File: config.mk
export PLATFORM = sky130hd
export DESIGN_NAME = pc_fetch_ctrl
export DESIGN_NICKNAME = d
export VERILOG_FILES = /design/src/rtl/pc_fetch_ctrl.sv
export SDC_FILE = /design/constraint.sdc
export NUM_CORES = 1
export LEC_CHECK = 0
export ABC_CLOCK_PERIOD_IN_PS = 2950
export BUFFER_PORTS_ARGS = -buffer_cell sky130_fd_sc_hd__buf_2
export CELL_PAD_IN_SITES_DETAIL_PLACEMENT = 1
export CELL_PAD_IN_SITES_GLOBAL_PLACEMENT = 1
export CORE_MARGIN = 2
export CORE_UTILIZATION = 34
export CTS_CLUSTER_SIZE = 24
export DETAILED_ROUTE_END_ITERATION = 6
export PLACE_DENSITY = 0.81
export SETUP_SLACK_MARGIN = 0.5
export SYNTH_ARGS = -nofsm -noshare
export SYNTH_HDL_FRONTEND = slang
export SYNTH_SLANG_ARGS = --single-unit
File: constraint.sdc
create_clock -name clk -period 2.95 [get_ports clk]
set_clock_uncertainty 0.2 [all_clocks]
set_input_delay 0.295 -clock clk [delete_from_list [all_inputs] [get_ports clk]]
set_output_delay 0.295 -clock clk [all_outputs]
set_load 0.005 [all_outputs]
File: src/rtl/pc_fetch_ctrl.sv
// PC register and instruction-fetch sequencer: fetches one word at a time over a
// req/ready handshake, holds it for decode, then advances the PC on release.
module pc_fetch_ctrl #(
    parameter logic [31:0] RESET_PC = 32'h0000_3000,
    parameter int          CNT_W    = 32
) (
    input  logic             clk,
    input  logic             rst_n,
    output logic [31:0]      pc,
    output logic [31:0]      pc_plus4,
    input  logic [31:0]      branch_target,
    input  logic             branch_taken,
    input  logic             jump,
    input  logic [25:0]      jump_index,
    input  logic             jr,
    input  logic [31:0]      jr_addr,
    input  logic             stall,
    output logic             imem_req,
    output logic [31:0]      imem_addr,
    input  logic             imem_ready,
    input  logic [31:0]      imem_rdata,
    output logic [31:0]      instr,
    output logic             instr_valid,
    output logic             misalign,
    output logic [CNT_W-1:0] retired
);

    localparam logic [1:0] IDLE = 2'd0;
    localparam logic [1:0] REQ  = 2'd1;
    localparam logic [1:0] HOLD = 2'd2;
    localparam logic [1:0] HALT = 2'd3;

    logic [1:0]  state;
    logic [31:0] next_pc;

    assign pc_plus4  = pc + 32'd4;
    assign imem_addr = pc;
    // Decoded from state so the request drops the instant reset asserts.
    assign imem_req  = (state == REQ);

    // Next-PC select, priority jr > jump > branch > sequential.
    always_comb begin
        next_pc = pc_plus4;
        if (jr)
            next_pc = jr_addr;
        else if (jump)
            next_pc = {pc_plus4[31:28], jump_index, 2'b00};
        else if (branch_taken)
            next_pc = branch_target;
    end

    always_ff @(posedge clk or negedge rst_n) begin
        if (!rst_n) begin
            state       <= IDLE;
            pc          <= RESET_PC;
            instr       <= '0;
            instr_valid <= 1'b0;
            misalign    <= 1'b0;
            retired     <= '0;
        end else begin
            case (state)
                IDLE: state <= REQ;
                REQ: begin
                    if (imem_ready) begin
                        instr       <= imem_rdata;
                        instr_valid <= 1'b1;
                        state       <= HOLD;
                    end
                end
                HOLD: begin
                    if (!stall) begin
                        retired     <= retired + CNT_W'(1);
                        instr_valid <= 1'b0;
                        // A misaligned target stops the core with pc left at the faulting instruction.
                        if (next_pc[1:0] != 2'b00) begin
                            misalign <= 1'b1;
                            state    <= HALT;
                        end else begin
                            pc    <= next_pc;
                            state <= REQ;
                        end
                    end
                end
                default: ;
            endcase
        end
    end

endmodule

==> results_dict.tcl <==
set metrics [dict create \
    status "completed" \
    initial_core_util_pct 34.6 \
    synth_edf_count 0 \
    min_period_over_period_pct 94.3 \
    drtIter0Drc 181 \
    postPlaceCellArea_um2 7510 \
    synth_nets 750 \
    setup.worst_path.class "register to output pin" \
    vias 6249 \
    setup_violations 0 \
    power.share.clock_pct 18.4 \
    grt_max_degree 61 \
    synth_cell_type_count 60 \
    dieHeight_um 136 \
    cts_made_buffers 9 \
    rsz0062_at_grt "true" \
    worst_pin_slew_ps 650 \
    drc 0 \
    rows 48 \
    clock_path_buffers 2 \
    fp.coreArea_um2 17200 \
    fillers 2021 \
    drive_gt1_share_pct 48.8 \
    critPathMaxFanout 5 \
    cp.arrival_ps 2290 \
    synth.ff_latch_count 100 \
    dpl.hpwl_um 16700 \
    p_seq_share_pct 38.1 \
    vias_per_cell 5.35 \
    p_comb_share_pct 43.5 \
    p_int_w 0.00389 \
    crit_path_end_kind "output pin" \
    synth_area_um2 5960 \
    grt_pass1_wl_um 35900 \
    synthToLayoutAreaGrowth_pct 45.5 \
    hold_viol 0 \
    clkTransAtPathRegs_ps 80 \
    antenna_found_initial 5 \
    dieWidth_um 136 \
    swShare_pct 39.2 \
    root_buffer "clkbuf_16" \
    power_switching_w 0.00251 \
    ys.warnings.count 0 \
    synth-seq-area-share_pct 42.1 \
    cts_tree "yes" \
    clkSinkCount 100 \
    slew_headroom_pct 56.6 \
    slew_violations 0 \
    period_needed_ps 2780 \
    drv_cap 0 \
    async_reset_ff_share_pct 100 \
    avgSynthCellArea_um2 9.68 \
    synth_ff_type "dfrtp_1" \
    ant_nets 0 \
    dr.pass1.iters 5 \
    cp_data_required_time_ps 2460 \
    start_kind "register" \
    gp_congestion 0.800 \
    seqCellArea_um2 2520 \
    grt_overflow 0 \
    fmax_mhz 360 \
    synthCells 615 \
    peakVddDrop_uv 349 \
    setup_tns_ps 0 \
    die_area_um2 18600 \
    leakagePower_nw 4.31 \
    wl_um 23900 \
    finalNetCount 1071 \
    hp-class "input pin to register" \
    wl_per_cell_um 20.5 \
    holdWs_ps 24.3 \
    io_pins 292 \
    insertion_delay_ps 350 \
    power.density_nw_per_um2 739 \
    final_cell_area_um2 8670 \
    total_power_w 0.00640 \
    grt_pass1_vias 6486 \
    multi_input_comb_area_um2 3280 \
    port_buffers 291 \
    h-tree-depth 3 \
    grt_use_total_pct 25.4 \
]
## path summary, 6_finish.rpt
kind,slack [ps],depth (start not counted),end,start
hold / removal,20,2,instr[25],imem_rdata[25]
setup / recovery,170,6,pc_plus4[31],imem_addr[13]
setup reg to reg,540,8,imem_addr[19],imem_addr[13]
hold reg to reg,270,1,misalign,misalign
max in group asynchronous,1500,3,instr[27],rst_n
min in group asynchronous,310,2,retired[16],rst_n
## power by group through the flow
| stage | clock network, W | registers [W] | logic (W) |
|---|---|---|---|
| 4_1_cts | 0.00121 | 0.00241 | 0.00264 |
| 2_1_floorplan | 0 | 0.00230 | 0.00138 |
| 3_5_place_dp | 0 | 0.00244 | 0.00240 |
| 3_3_place_gp | 0 | 0.00239 | 0.00234 |
| 6_report | 0.00118 | 0.00244 | 0.00279 |
| 5_1_grt | 0.00127 | 0.00251 | 0.00306 |
## what timing repair did
action | in CTS | in global routing
gates resized for setup | 33 | 27
hold endpoints to repair | 68 | 0
hold buffers | 31 | 0
pin swaps | 10 | 10
setup endpoints to repair | 32 | 41
setup buffers | 18 | 15
gates cloned | 1 | 1
## metal layers
metal / track usage, % / part of all wire (%) / up-vias / wire [um]
met5: 0 / 0.13 / - / 31
met1: 29.7 / 40 / 3070 / 9600
met2: 46.1 / 51 / 274 / 12200
met4: 7.87 / 2.1 / 6 / 500
met3: 5.29 / 6.6 / 38 / 1580
li1: - / - / 2861 / -
## kinds of logic after synthesis
family                     Yosys count  share of synthesized area (%)
muxes                               42                           7.77
adders and majority gates            6                           1.26
AOI/OAI and AO/OA                  124                           15.3
xor gates and xnor gates            59                           8.68
and+or+nand+nor                    199                           17.1
DFF                                100                           42.1
buffers and inverters               85                           7.84
## placed cells by master (no fill, tap or decap), drive strengths merged, types with 22 or more instances in the layout
cell | synthesis | layout
xor2 | 25 | 25
xnor2 | 34 | 34
o21ai | 22 | 22
dfrtp | 98 | 98
dlygate4sd3 | 0 | 31
nor3 | 22 | 22
nor2 | 36 | 36
nand2 | 53 | 53
buf | 47 | 348
mux2 | 34 | 34
## cell type report
cell class | count | area share (%)
well taps | 225 | 3.25
multi-input cells | 432 | 37.9
clock buffers | 10 | 2.64
inverters | 14 | 0.606
flip-flops and latches | 100 | 29.0
clock inverters | 6 | 0.650
repair buffers | 379 | 25.9
diodes | 1 | 0.0289
## stage by stage
step                utilization [%]  worst slack, ps  std cells
finish                         50.3              169       1167
global route                   50.3             87.4       1166
CTS                            48.8              166       1150
detailed placement             43.6              316       1084
global placement               43.6              355       1084
floorplan                         -              533        615
## worst max-delay path, cell delays in order, from the launching register on
cell     delay [ps]
dfstp_2         580
nand2_4          90
or4_4           670
nor3_4          160
nand3_1         130
xnor2_1         160
buf_2           130
## state kept, by name, indices dropped and copies added (netlist names)
name,count
imem_addr,32
instr,32
instr_valid,1
misalign,1
retired,32
state,2
## cell usage after synthesis, drive strengths merged, types with 3 or more instances
library cell / count / area, um2
or3: 3 / 23.8
o31a: 3 / 26.3
inv: 14 / 52.6
o2bb2ai: 3 / 26.3
a221o: 6 / 60.1
nand3: 19 / 100
a32o: 3 / 30.0
nor2b: 4 / 25.0
nand4: 21 / 138
a31o: 4 / 35.0
o21a: 4 / 30.0
and4: 5 / 43.8
o21ai: 22 / 110
ha: 6 / 75.1
clkbuf: 24 / 91.3
nand2b: 8 / 50.1
mux2: 34 / 383
a22o: 4 / 35.0
nor2: 36 / 135
nand2: 53 / 199
xnor2: 34 / 298
a221oi: 15 / 131
and3: 6 / 37.5
xor2: 25 / 219
nor3b: 3 / 22.5
nor3: 22 / 110
a21oi: 21 / 105
buf: 47 / 323
nor4: 12 / 75.1
mux2i: 8 / 80.1
o31ai: 16 / 120
dfrtp: 98 / 2450
Power figures use the tool's default switching activity.
